File: config.mk
export PLATFORM = sky130hd
export DESIGN_NAME = pipe_addsub
export DESIGN_NICKNAME = d
export VERILOG_FILES = /design/src/rtl/pipe_addsub.sv
export SDC_FILE = /design/constraint.sdc
export NUM_CORES = 1
export LEC_CHECK = 0
export ABC_AREA = 0
export BUFFER_PORTS_ARGS = -buffer_cell sky130_fd_sc_hd__buf_4
export CAP_MARGIN = 20
export CORE_ASPECT_RATIO = 0.75
export CORE_MARGIN = 3
export CORE_UTILIZATION = 40
export CTS_CLUSTER_DIAMETER = 100
export DETAILED_ROUTE_END_ITERATION = 8
export GPL_ROUTABILITY_DRIVEN = 0
export PLACE_DENSITY = 0.64
export SKIP_LAST_GASP = 1
export SYNTH_ARGS = -nofsm -noshare
export SYNTH_HDL_FRONTEND = slang
export SYNTH_SLANG_ARGS = --single-unit
File: constraint.sdc
create_clock -name ck -period 6.55 [get_ports ck]
set_input_delay 0.655 -clock ck [delete_from_list [all_inputs] [get_ports ck]]
set_output_delay 0.655 -clock ck [all_outputs]
set_load 0.1 [all_outputs]
File: src/rtl/pipe_addsub.sv
// pipe_addsub: pipelined adder/subtractor built from segmented carry-chain stages.
// Operands are cut into SEG-bit segments. Stage i resolves segment i and hands its carry
// to stage i+1 through a register. One operation is accepted per enabled clock. The
// result appears NSEG enabled edges after the operands are sampled.
//
// Parameters
//   WIDTH : operand/result width (must be a multiple of SEG)
//   SEG   : bits resolved per pipeline stage; NSEG = WIDTH/SEG stages
// Ports
//   ck        : clock, rising edge
//   rst       : asynchronous active-high reset, clears every register
//   en        : clock enable, 0 freezes every register
//   in_valid  : a/b/ci/sub carry a valid operation this cycle
//   a, b      : operands
//   ci        : carry-in (add) / borrow-in (subtract)
//   sub       : 0 add, 1 subtract
//   out_valid : sum/co/ovf were loaded by a completed operation on the last edge
//   sum       : result modulo 2^WIDTH
//   co        : carry-out of MSB (subtract: 1 = no borrow)
//   ovf       : two's-complement overflow
module pipe_addsub #(
  parameter int WIDTH = 16,
  parameter int SEG   = 4
) (
  input  logic             ck,
  input  logic             rst,
  input  logic             en,
  input  logic             in_valid,
  input  logic [WIDTH-1:0] a,
  input  logic [WIDTH-1:0] b,
  input  logic             ci,
  input  logic             sub,
  output logic             out_valid,
  output logic [WIDTH-1:0] sum,
  output logic             co,
  output logic             ovf
);

  localparam int NSEG = WIDTH / SEG;

  logic [WIDTH-1:0] b_eff;
  logic             c0;

  // Subtraction is done as a + ~b + ~borrow_in, so the chain only ever adds.
  always_comb begin
    b_eff = b;
    c0    = ci;
    if (sub) begin
      b_eff = ~b;
      c0    = ~ci;
    end else begin
      b_eff = b;
      c0    = ci;
    end
  end

  for (genvar i = 0; i < NSEG; i++) begin : stg
    logic [SEG-1:0] a_seg;
    logic [SEG-1:0] b_seg;
    logic           c_in;
    logic           v_in;
    logic [SEG:0]   seg_res;

    // Stage 0 reads the ports directly; later stages read the previous stage register,
    // whose upper operand bits are the skew delay line for the still-unresolved segments.
    if (i == 0) begin : g_src
      assign a_seg = a[SEG-1:0];
      assign b_seg = b_eff[SEG-1:0];
      assign c_in  = c0;
      assign v_in  = in_valid;
    end else begin : g_src
      assign a_seg = stg[i-1].g_reg.a_hi_r[SEG-1:0];
      assign b_seg = stg[i-1].g_reg.b_hi_r[SEG-1:0];
      assign c_in  = stg[i-1].g_reg.c_r;
      assign v_in  = stg[i-1].g_reg.v_r;
    end

    assign seg_res = {1'b0, a_seg} + {1'b0, b_seg} + {{SEG{1'b0}}, c_in};

    if (i < NSEG - 1) begin : g_reg
      localparam int DONE = (i + 1) * SEG;  // low bits resolved once this stage registers
      localparam int LEFT = WIDTH - DONE;   // operand bits still waiting for later stages

      logic [DONE-1:0] lo_r;
      logic [LEFT-1:0] a_hi_r;
      logic [LEFT-1:0] b_hi_r;
      logic            c_r;
      logic            v_r;
      logic [DONE-1:0] lo_n;
      logic [LEFT-1:0] a_hi_n;
      logic [LEFT-1:0] b_hi_n;

      // Resolved low segments travel together, which is the output deskew.
      if (i == 0) begin : g_nxt
        assign lo_n   = seg_res[SEG-1:0];
        assign a_hi_n = a[WIDTH-1:SEG];
        assign b_hi_n = b_eff[WIDTH-1:SEG];
      end else begin : g_nxt
        assign lo_n   = {seg_res[SEG-1:0], stg[i-1].g_reg.lo_r};
        assign a_hi_n = stg[i-1].g_reg.a_hi_r[LEFT+SEG-1:SEG];
        assign b_hi_n = stg[i-1].g_reg.b_hi_r[LEFT+SEG-1:SEG];
      end

      // Stage register: advances on every enabled edge, valid or not.
      always_ff @(posedge ck or posedge rst) begin
        if (rst) begin
          lo_r   <= {DONE{1'b0}};
          a_hi_r <= {LEFT{1'b0}};
          b_hi_r <= {LEFT{1'b0}};
          c_r    <= 1'b0;
          v_r    <= 1'b0;
        end else if (en) begin
          lo_r   <= lo_n;
          a_hi_r <= a_hi_n;
          b_hi_r <= b_hi_n;
          c_r    <= seg_res[SEG];
          v_r    <= v_in;
        end
      end
    end else begin : g_out
      logic [WIDTH-1:0] full;
      logic             c_msb;

      if (i == 0) begin : g_cat
        assign full = seg_res[SEG-1:0];
      end else begin : g_cat
        assign full = {seg_res[SEG-1:0], stg[i-1].g_reg.lo_r};
      end

      // Carry into the MSB recovered from the MSB sum bit: s = a ^ b ^ cin.
      assign c_msb = seg_res[SEG-1] ^ a_seg[SEG-1] ^ b_seg[SEG-1];

      // Output register: the token always advances, results load only for valid tokens.
      always_ff @(posedge ck or posedge rst) begin
        if (rst) begin
          out_valid <= 1'b0;
          sum       <= {WIDTH{1'b0}};
          co        <= 1'b0;
          ovf       <= 1'b0;
        end else if (en) begin
          out_valid <= v_in;
          if (v_in) begin
            sum <= full;
            co  <= seg_res[SEG];
            ovf <= c_msb ^ seg_res[SEG];
          end
        end
      end
    end
  end

endmodule

# Yosys cells after proc, flatten, opt, wreduce, memory -nomap -nowiden

Index checks and enable logic that the tools add are counted.

Memories: 0
ROM bits: 0
Memory bits (writable): 0
Bits of input ports: 38
Bits in latches: 0
Register bits: 97
Output and inout bits: 19

Reduce and logical (&&, ||, !) cells: 1
Order comparisons: 0
Divide/modulo/power cells: 0
Mux-type cells: 2
$add $sub $neg: 8
$mul: 0
Eq/ne operators: 0
Bitwise operators: 5
Shifts and indexed selects: 0

Operator list:

| cell                 | count |
|---|---|
| adder 4 x 4 -> 5 bit | 4 |
| adder 5 x 1 -> 5 bit | 4 |
| two-way mux 16 bit   | 1 |
| inverter 16 bit      | 1 |
| XOR 1 bit            | 3 |
| AND reduction 2 bit  | 1 |
| two-way mux 1 bit    | 1 |
| inverter 1 bit       | 1 |

# Logic depth before layout (Yosys ltp)

Word-level depth: 5
Gate-level depth with buffers: 8

# Least setup slack after synthesis

Ideal clock, no wire load.

Path kind: in2reg
Start: input port sub
End: register stg[0].g_reg.c_r
Stages on the path: 8
Data required time: 6.423 ns
Path slack: 3.964 ns
Data arrival time: 2.459 ns
Path through: buf_2 > buf_4 > xor2_1 > fa_1 > fa_1 > a21o_1 > a211oi_1 > a21oi_1

Cells in the longest elaborated chain, start to end: 3
Elaborated cells on any way between the ends: 4
Classes of those cells: 2 x add/sub; 2 x mux

RTL lines:

| what                     | line | RTL |
|---|---|---|
| start: declaration       | 32   | `input logic sub,` |
| two-way mux 16 bit       | 48   | `if (sub) begin` |
| adder 4 x 4 -> 5 bit     | 78   | `assign seg_res = {1'b0, a_seg} + {1'b0, b_seg} + {{SEG{1'b0}}, c_in};` |
| adder 5 x 1 -> 5 bit (*) | 78   |  |
| end signal: assignment   | 116  | `c_r <= seg_res[SEG];` |
| end: declaration         | 87   | `logic c_r;` |

Every way passes the cells marked *; elsewhere a longest branch is shown, timed or not.
A chain may end at the register's enable or synchronous reset.

# Worst setup path in the final report

Same ends and word-level chain as after synthesis.

==> impl_metrics.toml <==
[worst_setup_path]
criticalPathCategory = "in -> reg"
crit_fanout = 17
worst_setup_path_start_kind = "input pin"
critPathArrivalTime_ns = 2.46
end_kind = "register"
required_ns = 6.77

[power_and_ir_drop]
p_clk_frac = 0.220
peakVddDrop_mv = 0.144
cellPowerDensity_nw_per_um2 = 437
comb_power_share = 0.397
p_int_mw = 1.33
power_mw = 2.22
switching_share = 0.404
p_leak_nw = 2.29
switching_power_mw = 0.898
power_frac_seq = 0.383

[timing]
rsz0062_at_grt = "false"
skew_ns = 0.00399
slew_violations = 0
fmax_mhz = 446
finalHoldViolCount = 0
setup_tns_ns = 0
period_minus_slack_ns = 2.24
layout_setup_ws_ns = 4.31
finalSetupViolCount = 0
min_period_over_period = 0.342
relSlewSlack = 0.374
worst_pin_slew_ns = 0.937

[yosys]
yosys_warnings = 0
netlist_instances = 319
avgSynthCellArea_um2 = 13.4
synth_cell_types = 30
ys_seq_area_frac = 0.567
synth_nets = 377
ys_top_cells_by_area = "dfrtp_1 (57%), mux2_2 (18%), fa_1 (3.7%)"
synth_top_area_cell = "dfrtp_1"
synth-seq-cells = 97
syn_area_um2 = 4280
synth_top_area_frac = 0.567

[die]
die_x_um = 125
fp-row-count = 32
die_h_um = 95.6
core_area_um2 = 10400
die_area_um2 = 12000
pin_count = 57
initial_core_util = 0.413

[placed_design]
postPlaceCellArea_um2 = 4810
hpwl_um = 4850
port-buffer-count = 56
dp_slack_ns = 3.97
dp_cells = 498

[layout]
fillerInstances = 947
final_common_cell = "dfrtp_1"
area_growth_pct = 19.1
drive_gt1_frac = 0.387
final_nets = 431
stdcell_area_um2 = 5090
final_cell_mix = "dfrtp_1 (97), mux2_2 (68), buf_4 (58)"
final_cells = 513
diodes = 0

[clocking]
ctsHoldBuffers = 0
cts-buffers-inserted = 9
htreeDepth = 3
clkSinkCount = 97
clk_path_buf_depth = 2
clockRootBuffer = "clkbuf_16"
cts_tree = "done"
clk_pin_slew_ns = 0.06
clk_latency_ns = 0.34
cts_setup_buffers = 0
cts_resized = 0

[route]
routed_wl_um = 7100
routed_via_density = 4.74
drt_iter0_drc = 87
avgRoutedWirePerCell_um = 13.8
ant_nets = 0
vias = 2433
dr.pass1.iters = 4
drc = 0

[outcome]
status = "complete, no violations"

[grt]
grt_util_all_layers = 0.128
antenna_found_initial = 0
grt-ovfl-total = 0
grt_pass1_wl_um = 12100
grt_pass1_vias = 2471
grt_max_degree = 73

[job]
drv_cap = 0

[worst_hold_path]
hold_path_class = "in -> async"
-- registers in the layout, indices dropped and copies added (netlist names) --
name	count
ovf	1
stg.g_reg.a_hi_r	24
stg.g_reg.lo_r	24
co	1
out_valid	1
sum	16
stg.g_reg.v_r	3
stg.g_reg.c_r	3
stg.g_reg.b_hi_r	24
-- through the flow --
step,util,hold WS (ns)
4_1_cts,0.491,0.320
2_1_floorplan,-,0.446
5_1_grt,0.491,0.336
6_report,0.491,0.315
3_5_place_dp,0.464,0.472
3_3_place_gp,0.464,0.465
-- final cells by class --
cell class / count / area (um^2) / share of cell area
clock buffers: 12 / 267 / 0.0523
clock inverters: 3 / 15.0 / 0.00295
inverters: 14 / 55.1 / 0.0108
multi-input cells: 193 / 1730 / 0.339
flip-flops and latches: 97 / 2430 / 0.476
well taps: 136 / 170 / 0.0334
repair buffers: 58 / 435 / 0.0855
-- per-layer routing --
layer  vias up  wire (um)  GRT usage
met1      1186       3500      0.177
met2        45       3150      0.190
met3         7        403     0.0532
li1       1195          -          -
met4         0         57     0.0280
met5         -          0          0
-- Yosys cell counts --
| cell | n |
|---|---|
| a211oi_1 | 1 |
| a211oi_2 | 1 |
| a21boi_0 | 1 |
| a21o_1 | 6 |
| a21oi_1 | 26 |
| a41o_1 | 1 |
| and2_1 | 1 |
| and3_1 | 1 |
| and3_4 | 1 |
| buf_1 | 2 |
| buf_2 | 11 |
| buf_4 | 1 |
| clkbuf_1 | 1 |
| dfrtp_1 | 97 |
| fa_1 | 8 |
| ha_1 | 12 |
| inv_1 | 14 |
| mux2_2 | 68 |
| nand2_1 | 8 |
| nand3_1 | 1 |
| nor2_1 | 18 |
| nor2b_1 | 1 |
| nor3b_1 | 1 |
| o211a_1 | 1 |
| o21ai_0 | 9 |
| o31ai_1 | 1 |
| o31ai_2 | 1 |
| or3_4 | 1 |
| xnor2_1 | 18 |
| xor2_1 | 6 |
-- cells by family (layout without fill, tap and decap cells) --
kind of cell    Yosys count  in the layout  share of synthesized area
flops                    97             97                      0.567
mux                      68             68                      0.179
compound gates           48             48                     0.0673
simple gates             33             33                     0.0354
buf+inv                  29             87                     0.0295
xor+xnor                 24             24                     0.0491
fa+ha+maj                20             20                     0.0725
-- worst paths after layout --
kind | start | end | slack (ns) | depth (start not counted)
worst min register to register | sum[14] | sum[14] | 0.48 | 2
worst max-delay path | sub | stg[0].g_reg.c_r | 4.31 | 7
worst min-delay path | rst | ovf | 0.32 | 2
max in group asynchronous | rst | stg[0].g_reg.a_hi_r[3] | 5.08 | 3
worst max register to register | stg[2].g_reg.a_hi_r[0] | ovf | 4.47 | 6
min in group ck | sum[14] | sum[14] | 0.48 | 2
-- critical path: stages --
cell and delay [ns]:
buf_4 0.28, xor2_1 0.14, fa_1 0.45, fa_1 0.42
a21o_1 0.20, a211oi_1 0.24, a21oi_1 0.06
-- power by group through the flow --
stage	Clock (mW)	Sequential (mW)	Combinational, mW
global placement	0	0.860	0.878
detailed placement	0	0.866	0.890
finish	0.488	0.853	0.883
global route	0.536	0.874	0.942
CTS	0.507	0.856	0.893
floorplan	0	1.26	0.300
Note: power is estimated with default switching activity, not from simulation.
